File: src/rtl/pipe_stage_elastic_pkg.sv
// pipe_stage_elastic_pkg: occupancy state encoding and per-boundary control widths/bubbles
package pipe_stage_elastic_pkg;

    // Encoding doubles as the occupancy count driven on level.
    typedef enum logic [1:0] {
        PS_EMPTY = 2'd0,
        PS_ONE   = 2'd1,
        PS_TWO   = 2'd2
    } ps_state_t;

    localparam int IF_ID_CTRL_W  = 16;
    localparam int ID_EX_CTRL_W  = 16;
    localparam int EX_MEM_CTRL_W = 16;
    localparam int MEM_WB_CTRL_W = 16;

    localparam logic [15:0] IF_ID_BUBBLE  = 16'h0000;
    localparam logic [15:0] ID_EX_BUBBLE  = 16'h0000;
    localparam logic [15:0] EX_MEM_BUBBLE = 16'h0000;
    localparam logic [15:0] MEM_WB_BUBBLE = 16'h0000;

    function automatic logic [1:0] level_of(ps_state_t s);
        return s;
    endfunction

endpackage

File: src/rtl/pipe_stage_elastic_if.sv
// pipe_stage_elastic_if: handshake, data/control bundles and stall/flush controls of one stage
interface pipe_stage_elastic_if #(
    parameter int DATA_W = 32,
    parameter int CTRL_W = 16
);
    logic              busywait;
    logic              flush;
    logic              in_valid;
    logic              in_ready;
    logic [DATA_W-1:0] in_data;
    logic [CTRL_W-1:0] in_ctrl;
    logic              out_valid;
    logic              out_ready;
    logic [DATA_W-1:0] out_data;
    logic [CTRL_W-1:0] out_ctrl;
    logic [1:0]        level;

    modport master (
        output busywait, flush, in_valid, in_data, in_ctrl, out_ready,
        input  in_ready, out_valid, out_data, out_ctrl, level
    );

    modport slave (
        input  busywait, flush, in_valid, in_data, in_ctrl, out_ready,
        output in_ready, out_valid, out_data, out_ctrl, level
    );
endinterface

File: src/rtl/pipe_stage_elastic.sv
// pipe_stage_elastic: elastic pipeline register with optional 2-entry skid buffer,
// global stall, flush and bubbling of the control bundle while empty
module pipe_stage_elastic
    import pipe_stage_elastic_pkg::*;
#(
    parameter int                DATA_W      = 32,
    parameter int                CTRL_W      = 16,
    parameter logic [CTRL_W-1:0] BUBBLE_CTRL = '0,
    parameter bit                SKID_EN     = 1'b1
) (
    input logic                 clk,
    input logic                 rst_n,
    pipe_stage_elastic_if.slave bus
);
    ps_state_t         state, state_n;
    logic [DATA_W-1:0] main_data, skid_data;
    logic [CTRL_W-1:0] main_ctrl, skid_ctrl;
    logic              rdy_q, accept, emit, load_in, load_from_skid;

    // rdy_q is the registered "not full" flag; without skid the stage may also
    // take a new entry in the same cycle the held one leaves.
    assign bus.in_ready   = rdy_q & (SKID_EN | (state == PS_EMPTY) | (bus.out_ready & ~bus.busywait));
    assign accept         = bus.in_valid & bus.in_ready & ~bus.busywait & ~bus.flush;
    assign emit           = bus.out_valid & bus.out_ready & ~bus.busywait;
    assign load_in        = accept & ((state == PS_EMPTY) | emit);
    assign load_from_skid = emit & (state == PS_TWO) & ~bus.flush;

    always_comb begin
        state_n = state;
        case (state)
            PS_EMPTY: state_n = accept ? PS_ONE : PS_EMPTY;
            PS_ONE:   state_n = accept ? (emit ? PS_ONE : PS_TWO) : (emit ? PS_EMPTY : PS_ONE);
            PS_TWO:   state_n = emit ? PS_ONE : PS_TWO;
            default:  state_n = PS_EMPTY;
        endcase
        if (bus.flush) state_n = PS_EMPTY;
    end

    always_ff @(posedge clk or negedge rst_n) begin
        if (!rst_n) begin
            state     <= PS_EMPTY;
            rdy_q     <= 1'b0;
            main_data <= '0;
            main_ctrl <= '0;
        end else begin
            state <= state_n;
            rdy_q <= state_n != PS_TWO;
            if (load_in) begin
                main_data <= bus.in_data;
                main_ctrl <= bus.in_ctrl;
            end else if (load_from_skid) begin
                main_data <= skid_data;
                main_ctrl <= skid_ctrl;
            end
        end
    end

    generate
        if (SKID_EN) begin : g_skid
            logic load_skid;
            assign load_skid = accept & (state == PS_ONE) & ~emit;
            always_ff @(posedge clk or negedge rst_n) begin
                if (!rst_n) begin
                    skid_data <= '0;
                    skid_ctrl <= '0;
                end else if (load_skid) begin
                    skid_data <= bus.in_data;
                    skid_ctrl <= bus.in_ctrl;
                end
            end
        end else begin : g_no_skid
            assign skid_data = '0;
            assign skid_ctrl = '0;
        end
    endgenerate

    // Control is masked so downstream never sees stale enables on a bubble.
    assign bus.out_valid = state != PS_EMPTY;
    assign bus.out_data  = main_data;
    assign bus.out_ctrl  = bus.out_valid ? main_ctrl : BUBBLE_CTRL;
    assign bus.level     = level_of(state);

endmodule

File: src/flat_wrapper.sv
// flat-port wrapper written by rule: the top's interface ports become plain ports
module pipe_stage_elastic_flat import pipe_stage_elastic_pkg::*;
#(
    parameter int                DATA_W      = 32,
    parameter int                CTRL_W      = 16,
    parameter logic [CTRL_W-1:0] BUBBLE_CTRL = '0,
    parameter bit                SKID_EN     = 1'b1
)
  (clk, rst_n, bus_busywait, bus_flush, bus_in_valid, bus_in_data, bus_in_ctrl, bus_out_ready, bus_in_ready, bus_out_valid, bus_out_data, bus_out_ctrl, bus_level);
  pipe_stage_elastic_if #(.DATA_W(DATA_W), .CTRL_W(CTRL_W)) bus_i ();
  input logic clk;
  input logic rst_n;
  input wire logic [$bits(bus_i.busywait)-1:0] bus_busywait;
  input wire logic [$bits(bus_i.flush)-1:0] bus_flush;
  input wire logic [$bits(bus_i.in_valid)-1:0] bus_in_valid;
  input wire logic [$bits(bus_i.in_data)-1:0] bus_in_data;
  input wire logic [$bits(bus_i.in_ctrl)-1:0] bus_in_ctrl;
  input wire logic [$bits(bus_i.out_ready)-1:0] bus_out_ready;
  output wire logic [$bits(bus_i.in_ready)-1:0] bus_in_ready;
  output wire logic [$bits(bus_i.out_valid)-1:0] bus_out_valid;
  output wire logic [$bits(bus_i.out_data)-1:0] bus_out_data;
  output wire logic [$bits(bus_i.out_ctrl)-1:0] bus_out_ctrl;
  output wire logic [$bits(bus_i.level)-1:0] bus_level;
  assign bus_i.busywait = bus_busywait;
  assign bus_i.flush = bus_flush;
  assign bus_i.in_valid = bus_in_valid;
  assign bus_i.in_data = bus_in_data;
  assign bus_i.in_ctrl = bus_in_ctrl;
  assign bus_i.out_ready = bus_out_ready;
  assign bus_in_ready = bus_i.in_ready;
  assign bus_out_valid = bus_i.out_valid;
  assign bus_out_data = bus_i.out_data;
  assign bus_out_ctrl = bus_i.out_ctrl;
  assign bus_level = bus_i.level;
  pipe_stage_elastic #(.DATA_W(DATA_W), .CTRL_W(CTRL_W), .BUBBLE_CTRL(BUBBLE_CTRL), .SKID_EN(SKID_EN)) u_core (.clk(clk), .rst_n(rst_n), .bus(bus_i));
endmodule
File: config.mk
export PLATFORM = sky130hd
export DESIGN_NAME = pipe_stage_elastic_flat
export DESIGN_NICKNAME = d
export VERILOG_FILES = /design/src/rtl/pipe_stage_elastic_pkg.sv /design/src/rtl/pipe_stage_elastic_if.sv /design/src/rtl/pipe_stage_elastic.sv /design/src/flat_wrapper.sv
export SDC_FILE = /design/constraint.sdc
export NUM_CORES = 1
export LEC_CHECK = 0
export CORE_UTILIZATION = 50
export DETAILED_ROUTE_END_ITERATION = 7
export DONT_BUFFER_PORTS = 1
export RECOVER_POWER = 25
export SLEW_MARGIN = 20
export SYNTH_ARGS = -nofsm -noshare
export SYNTH_HDL_FRONTEND = slang
export SYNTH_SLANG_ARGS = --single-unit
File: constraint.sdc
create_clock -name clk -period 4.2 [get_ports clk]
set_input_delay 0.63 -clock clk [delete_from_list [all_inputs] [get_ports clk]]
set_output_delay 0.63 -clock clk [all_outputs]
set_load 0.02 [all_outputs]
# After elaboration in Yosys (flattened, before gate mapping)
# Cells that the tools add are included.
dict set report classes {
  addsub 0
  n_mul 0
  div 0
  magnitude_cmp 0
  eq_ne 3
  shifts 0
  mux 11
  bitwise_logic 14
  n_reduce_logical 3
}
# op count
set ops {}
lappend ops {{$mux W32} 2}
lappend ops {{$mux W16} 3}
lappend ops {{$and A1 B1 Y1} 10}
lappend ops {{$mux W2} 3}
lappend ops {{$pmux W2 S3} 1}
lappend ops {{$reduce_bool A2 Y1} 2}
lappend ops {{$not A1 Y1} 3}
lappend ops {{$eq A2 B1 Y1 const B} 1}
lappend ops {{$eq A2 B2 Y1 const B} 1}
lappend ops {{$logic_not A2 Y1} 1}
lappend ops {{$mux W1} 2}
lappend ops {{$ne A2 B2 Y1 const B} 1}
lappend ops {{$or A1 B1 Y1} 1}
dict set report word_totals {
  register_bits 99
  latchBits 0
  ramBits 0
  romBits 0
  inputBits 54
  out_inout_bits 52
  wordCells 37
  n_memories 0
}

# Longest topological paths before layout
# Gate-level depths: netlist (run 1).
dict set report depth {
  ltp_word 8
  mapped_depth 8
}

# Worst setup path after synthesis (run 1)
# No wires, ideal clock.
dict set report synth_timing {
  kind {register to register}
  startpoint {reg u_core.state[1], in the netlist u_core.bus.level[1]}
  endpoint {reg u_core.rdy_q, in the netlist u_core.bus.in_ready}
  setup_time_ps 124
  t_arrival_ps 2012
  slack_ps 2064
  path_stages_with_launch 9
  path_buffers 2
  synth_period_minus_slack_ps 2136
  cell_sequence {dfrtp_1 -> nor2_1 -> clkbuf_1 -> clkbuf_1 -> or2_2 -> ha_1 -> nand2_1 -> o21ai_0 -> a211o_1}
}
dict set report synth_via {
  elab_chain_len 8
}
# item line_no
set synth_lines {}
lappend synth_lines {{start: declaration} pipe_stage_elastic.sv:15} ;# ps_state_t state, state_n;
lappend synth_lines {{start signal: assignment} pipe_stage_elastic.sv:46} ;# state <= state_n;
lappend synth_lines {{$reduce_bool A2 Y1} pipe_stage_elastic.sv:78} ;# assign bus.out_valid = state != PS_EMPTY;
lappend synth_lines {{$and A1 B1 Y1 (2 in a row)} pipe_stage_elastic.sv:24} ;# assign emit = bus.out_valid & bus.out_ready & ~bus.busywait;
lappend synth_lines {{$mux W1 / $mux W2 (equally long branches)} {pipe_stage_elastic.sv:32, pipe_stage_elastic.sv:33}}
lappend synth_lines {{$mux W2} pipe_stage_elastic.sv:32} ;# PS_ONE: state_n = accept ? (emit ? PS_ONE : PS_TWO) : (emit ? PS_EMPTY : PS_ONE);
lappend synth_lines {{$pmux W2 S3 (*)} pipe_stage_elastic.sv:30} ;# case (state)
lappend synth_lines {{$mux W2 (*)} pipe_stage_elastic.sv:36} ;# if (bus.flush) state_n = PS_EMPTY;
lappend synth_lines {{$ne A2 B2 Y1 (*)} pipe_stage_elastic.sv:47} ;# rdy_q <= state_n != PS_TWO;
lappend synth_lines {{end signal: assignment} pipe_stage_elastic.sv:42} ;# rdy_q <= 1'b0;
lappend synth_lines {{end signal: assignment} pipe_stage_elastic.sv:47}
lappend synth_lines {{end: declaration} pipe_stage_elastic.sv:18} ;# logic rdy_q, accept, emit, load_in, load_from_skid;
# Mark *: on every way between the ends. The rest lies on a longest branch, timed or not.
# A chain may end at the register's enable or synchronous reset.

==> report_table.html, run 1 <==
<table>
<tr><th>Metric</th><th>Value</th></tr>
<tr><th colspan="2">Run status</th></tr>
<tr><td>Status</td><td>finished, violations left</td></tr>
<tr><td>Violations in the final reports</td><td>capacitance limit, slew limit</td></tr>
<tr><th colspan="2">Clock tree</th></tr>
<tr><td>CTS Hold Buffers Added</td><td>1</td></tr>
<tr><td>TritonCTS buffer count</td><td>9</td></tr>
<tr><td>TritonCTS Sinks</td><td>99</td></tr>
<tr><td>Max Root-Sink Buffers</td><td>2</td></tr>
<tr><td>Maximum level of the CTS H-tree</td><td>3</td></tr>
<tr><td>Clock root buffer</td><td>sky130_fd_sc_hd__clkbuf_8</td></tr>
<tr><td>Resized cells post-CTS</td><td>0</td></tr>
<tr><td>Clock latency reported for the late side of the worst-skew pair</td><td>0.36 ns</td></tr>
<tr><td>Post-CTS setup repair buffer count</td><td>0</td></tr>
<tr><td>TritonCTS clock tree</td><td>done</td></tr>
<tr><td>Clock Pin Slew Worst Setup and Hold Paths</td><td>0.09 ns</td></tr>
<tr><th colspan="2">Cells and area</th></tr>
<tr><td>Leading cell type in the layout, fill and taps excluded</td><td>sky130_fd_sc_hd__dfrtp_1</td></tr>
<tr><td>Final design instance area without fill</td><td>0.00490 mm^2</td></tr>
<tr><td>Number of nets at the end of the flow</td><td>450</td></tr>
<tr><td>Filler cell count</td><td>787</td></tr>
<tr><td>Final core utilization</td><td>53.6%</td></tr>
<tr><td>Antenna Diode Count</td><td>0</td></tr>
<tr><td>Share of cells above drive strength 1</td><td>19.3%</td></tr>
<tr><td>Layout overhead on the synthesized area</td><td>4.37%</td></tr>
<tr><td>Most frequent cells in the layout</td><td>sky130_fd_sc_hd__dfrtp_1 (99), sky130_fd_sc_hd__nand3b_1 (48), sky130_fd_sc_hd__nor3_1 (48), sky130_fd_sc_hd__a31oi_1 (48), sky130_fd_sc_hd__o21ai_0 (46)</td></tr>
<tr><th colspan="2">Global routing</th></tr>
<tr><td>Gr ovfl total</td><td>0</td></tr>
<tr><td>First-pass GRT wire length</td><td>18,400 um</td></tr>
<tr><td>Number of global-route vias before repair</td><td>3,483</td></tr>
<tr><td>Number of antenna violations at the first check in global routing</td><td>0</td></tr>
<tr><td>Largest net degree at the start of global routing</td><td>101</td></tr>
<tr><td>All-Layer GR Usage</td><td>24.1%</td></tr>
<tr><th colspan="2">Timing</th></tr>
<tr><td>Maximum clock skew at final layout</td><td>0.0164 ns</td></tr>
<tr><td>Final Cycle Share</td><td>58.1%</td></tr>
<tr><td>Setup total negative slack</td><td>0 ns</td></tr>
<tr><td>Count of endpoints failing setup in the final report</td><td>0</td></tr>
<tr><td>Max Clk Rate</td><td>410 MHz</td></tr>
<tr><td>PnR worst setup slack</td><td>1.76 ns</td></tr>
<tr><td>Minimum clock period</td><td>2.44 ns</td></tr>
<tr><td>Setup repair after global routing missed its margin</td><td>false</td></tr>
<tr><td>Relative max-transition margin</td><td>-63.3%</td></tr>
<tr><td>Max Slew Vio Count</td><td>100</td></tr>
<tr><td>Tightest Pin Transition</td><td>2.45 ns</td></tr>
<tr><td>Total count of hold-check failures in the final report</td><td>0</td></tr>
<tr><th colspan="2">Die</th></tr>
<tr><td>Area of the core region</td><td>0.00915 mm^2</td></tr>
<tr><td>Initial Utilization</td><td>51.3%</td></tr>
<tr><td>Row count</td><td>35</td></tr>
<tr><td>Horizontal die dimension</td><td>98.9 um</td></tr>
<tr><td>Count of boundary I/O pins</td><td>106</td></tr>
<tr><td>Chip height</td><td>98.9 um</td></tr>
<tr><td>Area enclosed by the die boundary</td><td>0.00979 mm^2</td></tr>
<tr><th colspan="2">Worst setup path</th></tr>
<tr><td>Crit path kind</td><td>in2async</td></tr>
<tr><td>Cell breakdown of the critical path</td><td>clkbuf_2</td></tr>
<tr><td>Kind of start point of the critical path</td><td>input port</td></tr>
<tr><td>Sum of buffers and inverters on the critical path</td><td>1</td></tr>
<tr><td>Critical path arrival</td><td>2.39 ns</td></tr>
<tr><td>CP Capture Type</td><td>asynchronous set/reset pin</td></tr>
<tr><td>Slowest cell on the critical path</td><td>sky130_fd_sc_hd__clkbuf_2</td></tr>
<tr><td>Data required time of the worst path</td><td>4.15 ns</td></tr>
<tr><td>Largest fanout of any net on the critical path</td><td>99</td></tr>
<tr><td>Kind of cell adding the most delay to the critical path</td><td>buffers and inverters</td></tr>
<tr><td>Slowest stage delay, CP</td><td>1.70 ns</td></tr>
<tr><th colspan="2">Placed design</th></tr>
<tr><td>Worst slack at placement</td><td>1.80 ns</td></tr>
<tr><td>Placed Instance Area</td><td>0.00470 mm^2</td></tr>
<tr><td>Post-DP HPWL</td><td>6200 um</td></tr>
<tr><td>Weighted congestion reported at the end of routability-driven placement</td><td>0.723</td></tr>
<tr><td>Count of port buffers added during placement</td><td>0</td></tr>
<tr><th colspan="2">Power</th></tr>
<tr><td>Pwr/cell area</td><td>433 mW/mm^2</td></tr>
<tr><td>Static power due to leakage</td><td>2.01 nW</td></tr>
<tr><td>VDD IR max</td><td>0.192 mV</td></tr>
<tr><td>Total power of the final layout</td><td>2.12 mW</td></tr>
<tr><th colspan="2">Run</th></tr>
<tr><td>Maxcap violations</td><td>1</td></tr>
<tr><th colspan="2">Yosys</th></tr>
<tr><td>Net count after synthesis</td><td>476</td></tr>
<tr><td>Cell count after synthesis</td><td>421</td></tr>
<tr><td>Synth Warn #</td><td>0</td></tr>
<tr><td>Mean Syn Cell Area</td><td>11.2 um^2</td></tr>
<tr><td>Post-synth cell types</td><td>27</td></tr>
<tr><td>Sequential fraction of the synthesis area</td><td>52.7%</td></tr>
<tr><td>Netlist Area Pre-Place</td><td>0.00470 mm^2</td></tr>
<tr><td>Post-synthesis register bit count</td><td>99</td></tr>
<tr><th colspan="2">Drt</th></tr>
<tr><td>Detailed-route wire length</td><td>11,300 um</td></tr>
<tr><td>Violation count after the first detailed-routing iteration</td><td>271</td></tr>
<tr><td>Number of routed nets with antenna violations</td><td>0</td></tr>
<tr><td>Routed vias</td><td>3,274</td></tr>
<tr><td>DRC viols</td><td>0</td></tr>
<tr><td>DR WL/cell</td><td>22.1 um</td></tr>
<tr><td>Pre-Repair DR Iteration Count</td><td>4</td></tr>
<tr><td>Detailed-route vias per instance</td><td>6.42</td></tr>
<tr><th colspan="2">Hold path</th></tr>
<tr><td>Hold WC Path Type</td><td>in2reg</td></tr>
</table>
## final timing paths
path / start / to / slack (ns) / depth (start not counted)
max: rst_n / u_core.bus.out_data[22] / 1.76 / 1
min: bus_flush / u_core.bus.level[0] / 0.35 / 1
max reg2reg: u_core.bus.level[0] / u_core.skid_data[14] / 1.81 / 3
min reg2reg: u_core.skid_data[23] / u_core.skid_data[23] / 0.51 / 1
max in group clk: u_core.bus.level[0] / bus_out_ctrl[15] / 1.77 / 3
min in group asynchronous: rst_n / u_core.bus.out_data[9] / 1.00 / 1
## cell families (layout without fill, tap and decap cells)
family,count (synthesis),in the layout,synth area share (%)
fa+ha+maj,1,1,0.266
simple gates,124,124,16.8
flops,99,99,52.7
buf+inv,47,25,4.66
mux,48,48,13.1
compound gates,102,102,12.5
## final cells by class
class                           count  area, um^2  area share, %
Inverter                            3        12.5          0.255
Timing Repair Buffer                7        50.0           1.02
Multi-Input combinational cell    275        2030           41.4
Clock buffer                       11         141           2.88
Clock inverter                      4        51.3           1.05
Sequential cell                    99        2480           50.5
Tap cell                          111         139           2.83
## flip-flops by register name, summed over array words and instances (netlist names)
register,cells
u_core.bus.in_ready,1
u_core.bus.level,2
u_core.bus.out_data,32
u_core.main_ctrl,16
u_core.skid_ctrl,16
u_core.skid_data,32
## power by group
| part | switching (mW) | internal, mW | total (mW) |
|---|---|---|---|
| Clock | 0.327 | 0.289 | 0.616 |
| Combinational | 0.120 | 0.131 | 0.251 |
| Sequential | 0.157 | 1.10 | 1.25 |
## per-stage QoR
step,std cells,hold WS [ns]
6_report,510,0.352
5_1_grt,510,0.317
4_1_cts,510,0.205
3_5_place_dp,494,0.337
3_3_place_gp,494,0.336
2_1_floorplan,421,0.334
## metal layers
layer	up-vias	share of wire (%)	track usage [%]
li1	1486	-	-
met1	1679	45	33.2
met2	99	47	36.9
met3	10	6.9	6.88
met4	0	1.0	8.04
met5	-	0	0
## cells in the mapped netlist
| master | count | area share (%) |
|---|---|---|
| sky130_fd_sc_hd__o21ba_2 | 1 | 0.21 |
| sky130_fd_sc_hd__nor3_1 | 48 | 5.1 |
| sky130_fd_sc_hd__mux2_2 | 28 | 6.7 |
| sky130_fd_sc_hd__nor2b_1 | 18 | 2.4 |
| sky130_fd_sc_hd__and4bb_2 | 1 | 0.27 |
| sky130_fd_sc_hd__inv_1 | 2 | 0.16 |
| sky130_fd_sc_hd__dfrtp_1 | 99 | 53 |
| sky130_fd_sc_hd__nand4bb_1 | 2 | 0.48 |
| sky130_fd_sc_hd__buf_2 | 9 | 0.96 |
| sky130_fd_sc_hd__ha_1 | 1 | 0.27 |
| sky130_fd_sc_hd__nor2_1 | 3 | 0.24 |
| sky130_fd_sc_hd__buf_6 | 4 | 0.96 |
| sky130_fd_sc_hd__nand2_1 | 1 | 0.080 |
| sky130_fd_sc_hd__a31oi_1 | 48 | 6.4 |
| sky130_fd_sc_hd__a22oi_1 | 1 | 0.16 |
| sky130_fd_sc_hd__clkbuf_1 | 30 | 2.4 |
| sky130_fd_sc_hd__mux2_4 | 20 | 6.4 |
| sky130_fd_sc_hd__nand2b_1 | 1 | 0.13 |
| sky130_fd_sc_hd__o21ai_1 | 4 | 0.43 |
| sky130_fd_sc_hd__a211o_1 | 1 | 0.19 |
| sky130_fd_sc_hd__nand3b_2 | 1 | 0.24 |
| sky130_fd_sc_hd__buf_1 | 1 | 0.080 |
| sky130_fd_sc_hd__nand3b_1 | 48 | 7.7 |
| sky130_fd_sc_hd__clkinv_2 | 1 | 0.11 |
| sky130_fd_sc_hd__o21ai_0 | 46 | 4.9 |
| sky130_fd_sc_hd__or2_2 | 1 | 0.13 |
| sky130_fd_sc_hd__a221oi_1 | 1 | 0.19 |
Power figures use the tool's default switching activity.
==> run 2, diff against run 1 <==
==> constraint.sdc (replaced) <==
create_clock -name clk -period 2.4 [get_ports clk]
set_input_delay 0.36 -clock clk [delete_from_list [all_inputs] [get_ports clk]]
set_output_delay 0.36 -clock clk [all_outputs]
set_load 0.02 [all_outputs]
==> run 2 against run 1 <==
The run ends with hold timing left. Largest power group unchanged. Largest cell class unchanged. Register-to-register slack got worse by 1.5 ns. Cell count rose by 4.3%. Non-clock buffer count grew 21. Clock skew decreased by 0.0083 ns. Die area unchanged. Via count grew 3.9%. Critical path depth up 3. Combinational power increased by 76%.
==> report_table.html, run 2 (same netlist as run 1, synthesis figures left out) <==
<table>
<tr><th>Metric</th><th>Value</th></tr>
<tr><th colspan="2">Worst setup path</th></tr>
<tr><td>Crit path kind</td><td>reg2reg</td></tr>
<tr><td>Cell breakdown of the critical path</td><td>nand4bb_2 &gt; buf_12 &gt; o21ai_0 &gt; a31oi_1</td></tr>
<tr><td>Slowest stage delay, CP</td><td>0.64 ns (-1.06 ns)</td></tr>
<tr><td>Minimum setup slack among reg-to-reg paths</td><td>0.34 ns (-1.47 ns)</td></tr>
<tr><td>Kind of cell adding the most delay to the critical path</td><td>simple AND/OR/NAND/NOR gates</td></tr>
<tr><td>Cells on worst reg2reg path</td><td>4 (+1)</td></tr>
<tr><td>Critical path arrival</td><td>2.30 ns (-0.09 ns)</td></tr>
<tr><td>Sum of buffers and inverters on the critical path</td><td>1 (unchanged)</td></tr>
<tr><td>CP Capture Type</td><td>flop</td></tr>
<tr><td>Largest fanout of any net on the critical path</td><td>25 (-75%)</td></tr>
<tr><td>Slowest cell on the critical path</td><td>sky130_fd_sc_hd__nand4bb_2</td></tr>
<tr><td>Data required time of the worst path</td><td>2.64 ns (-1.51 ns)</td></tr>
<tr><td>Kind of start point of the critical path</td><td>flop</td></tr>
<tr><td>Reg2reg start</td><td>u_core.bus.level[1]</td></tr>
<tr><td>Endpoint of the most critical register-to-register path</td><td>u_core.bus.out_data[2]</td></tr>
<tr><th colspan="2">Cells and area</th></tr>
<tr><td>Most frequent cells in the layout</td><td>sky130_fd_sc_hd__dfrtp_1 (99), sky130_fd_sc_hd__nand3b_1 (48), sky130_fd_sc_hd__nor3_1 (48), sky130_fd_sc_hd__a31oi_1 (48), sky130_fd_sc_hd__o21ai_0 (46)</td></tr>
<tr><td>Final core utilization</td><td>55.7% (+2.1 points)</td></tr>
<tr><td>Layout overhead on the synthesized area</td><td>8.55%</td></tr>
<tr><td>Leading cell type in the layout, fill and taps excluded</td><td>sky130_fd_sc_hd__dfrtp_1</td></tr>
<tr><td>Share of cells above drive strength 1</td><td>23.3% (+4.0 points)</td></tr>
<tr><td>Antenna Diode Count</td><td>0 (unchanged)</td></tr>
<tr><td>Number of nets at the end of the flow</td><td>471 (+4.7%)</td></tr>
<tr><th colspan="2">Power</th></tr>
<tr><td>Pwr/cell area</td><td>722 mW/mm^2 (+67%)</td></tr>
<tr><td>Static power due to leakage</td><td>2.14 nW (+6.8%)</td></tr>
<tr><td>Total power of the final layout</td><td>3.68 mW (+74%)</td></tr>
<tr><td>VDD IR max</td><td>0.405 mV (+110%)</td></tr>
<tr><th colspan="2">Global routing</th></tr>
<tr><td>Largest net degree at the start of global routing</td><td>101 (unchanged)</td></tr>
<tr><td>All-Layer GR Usage</td><td>24.1% (-0.034 points)</td></tr>
<tr><td>First-pass GRT wire length</td><td>18,300 um (-0.11%)</td></tr>
<tr><td>Number of antenna violations at the first check in global routing</td><td>0 (unchanged)</td></tr>
<tr><td>Number of global-route vias before repair</td><td>3,570 (+2.5%)</td></tr>
<tr><td>Gr ovfl total</td><td>0 (unchanged)</td></tr>
<tr><th colspan="2">Timing</th></tr>
<tr><td>Max Slew Vio Count</td><td>0 (-100%)</td></tr>
<tr><td>Maximum clock skew at final layout</td><td>0.00812 ns (-0.00831 ns)</td></tr>
<tr><td>Tightest Pin Transition</td><td>0.709 ns (-1.74 ns)</td></tr>
<tr><td>Total count of hold-check failures in the final report</td><td>99 (+99)</td></tr>
<tr><td>Max Clk Rate</td><td>485 MHz</td></tr>
<tr><td>Fin Hold WS</td><td>-0.317 ns (-0.669 ns)</td></tr>
<tr><td>Minimum clock period</td><td>2.06 ns</td></tr>
<tr><td>Count of endpoints failing setup in the final report</td><td>0 (unchanged)</td></tr>
<tr><td>Relative max-transition margin</td><td>52.7% (+120 points)</td></tr>
<tr><td>Setup repair after global routing missed its margin</td><td>false</td></tr>
<tr><td>Setup total negative slack</td><td>0 ns (unchanged)</td></tr>
<tr><td>Final Cycle Share</td><td>85.9%</td></tr>
<tr><th colspan="2">Clock tree</th></tr>
<tr><td>Max Root-Sink Buffers</td><td>2 (unchanged)</td></tr>
<tr><td>Maximum level of the CTS H-tree</td><td>3 (unchanged)</td></tr>
<tr><td>Clock Pin Slew Worst Setup and Hold Paths</td><td>0.09 ns (about the same)</td></tr>
<tr><td>Clock root buffer</td><td>sky130_fd_sc_hd__clkbuf_8</td></tr>
<tr><td>TritonCTS clock tree</td><td>done</td></tr>
<tr><td>Post-CTS setup repair buffer count</td><td>0 (unchanged)</td></tr>
<tr><td>Clock latency reported for the late side of the worst-skew pair</td><td>0.37 ns (about the same)</td></tr>
<tr><td>TritonCTS Sinks</td><td>99 (unchanged)</td></tr>
<tr><td>Resized cells post-CTS</td><td>0 (unchanged)</td></tr>
<tr><td>TritonCTS buffer count</td><td>9 (unchanged)</td></tr>
<tr><th colspan="2">Die</th></tr>
<tr><td>Row count</td><td>35 (unchanged)</td></tr>
<tr><td>Count of boundary I/O pins</td><td>106 (unchanged)</td></tr>
<tr><td>Horizontal die dimension</td><td>98.9 um (unchanged)</td></tr>
<tr><td>Area enclosed by the die boundary</td><td>0.00979 mm^2 (unchanged)</td></tr>
<tr><td>Area of the core region</td><td>0.00915 mm^2 (unchanged)</td></tr>
<tr><td>Initial Utilization</td><td>51.3% (unchanged)</td></tr>
<tr><td>Chip height</td><td>98.9 um (unchanged)</td></tr>
<tr><th colspan="2">Drt</th></tr>
<tr><td>Routed vias</td><td>3,403 (+3.9%)</td></tr>
<tr><td>Detailed-route wire length</td><td>11,200 um (-0.85%)</td></tr>
<tr><td>Pre-Repair DR Iteration Count</td><td>4 (unchanged)</td></tr>
<tr><td>DR WL/cell</td><td>21.0 um (-5.0%)</td></tr>
<tr><td>Violation count after the first detailed-routing iteration</td><td>177 (-35%)</td></tr>
<tr><td>DRC viols</td><td>0 (unchanged)</td></tr>
<tr><td>Detailed-route vias per instance</td><td>6.40 (-0.36%)</td></tr>
<tr><td>Number of routed nets with antenna violations</td><td>0 (unchanged)</td></tr>
<tr><th colspan="2">Run status</th></tr>
<tr><td>Status</td><td>finished, violations left</td></tr>
<tr><td>Violations in the final reports</td><td>hold timing</td></tr>
<tr><th colspan="2">Placed design</th></tr>
<tr><td>Weighted congestion reported at the end of routability-driven placement</td><td>0.851 (+18%)</td></tr>
<tr><td>Post-DP HPWL</td><td>6330 um (+2.2%)</td></tr>
<tr><td>Count of port buffers added during placement</td><td>0 (unchanged)</td></tr>
<tr><th colspan="2">Hold path</th></tr>
<tr><td>Hold WC Path Type</td><td>in2async</td></tr>
<tr><th colspan="2">Run</th></tr>
<tr><td>Maxcap violations</td><td>0 (-1)</td></tr>
</table>
run 2: changes by cell type in the layout (fill, tap and decap cells not counted), sizes merged:
cell      previous run  this run
buf                  6        28
clkbuf              12        15
clkinv               3         2
clkinvlp             1         0
bufinv               1         0
run 2: worst register-to-register path, stage by stage (launching register included):
cell and delay (ns):
sky130_fd_sc_hd__dfrtp_1 0.60, sky130_fd_sc_hd__nand4bb_2 0.64, sky130_fd_sc_hd__buf_12 0.41, sky130_fd_sc_hd__o21ai_0 0.18
sky130_fd_sc_hd__a31oi_1 0.11
run 2: layout make-up:
| type | count | area (um^2) |
|---|---|---|
| repair buffers | 28 | 248 |
| clock inverters | 1 | 5.00 |
| fillers | 778 | 4050 |
| well taps | 111 | 139 |
| clock buffers | 15 | 186 |
| multi-input cells | 275 | 2030 |
| inverters | 3 | 12.5 |
| flip-flops and latches | 99 | 2480 |
run 2: routing by layer:
metal,global-route usage [%],wire (um),vias to the layer above,part of all wire (%)
met5,0,0,-,0
met4,8.38,136,0,1.2
met3,8.51,827,11,7.4
met2,38.0,5350,100,48
met1,30.9,4850,1762,43
li1,-,-,1530,-
run 2: worst max-delay path by stage:
stage	from	end	slack (ns)	cells past startpoint
finish	u_core.bus.level[1]	u_core.bus.out_data[2]	0.34	4
floorplan	u_core.bus.level[1]	u_core.bus.in_ready	0.26	8
CTS	u_core.bus.level[1]	u_core.bus.out_data[2]	0.33	4
global placement	u_core.bus.level[1]	u_core.bus.out_data[25]	0.45	4
global route	u_core.bus.level[1]	u_core.bus.out_data[2]	0.17	4
detailed placement	u_core.bus.level[1]	u_core.bus.out_data[2]	0.35	4
run 2: report_power, final:
group	internal [mW]	total (mW)	switching, mW	leakage, nW
sequential	1.92	2.19	0.273	1.21
clock	0.491	1.05	0.557	0.0997
combinational	0.253	0.442	0.189	0.830
total	2.66	3.68	1.02	2.14
run 2: per-stage QoR:
step	area (um^2)	cells	hold slack [ns]	setup WS, ns
finish	5100	532	-0.317	0.339
global route	5100	532	-0.344	0.175
CTS	5100	532	-0.339	0.326
detailed placement	4910	516	0.0677	0.352
global placement	4910	516	0.0669	0.450
floorplan	4700	421	0.0644	0.264
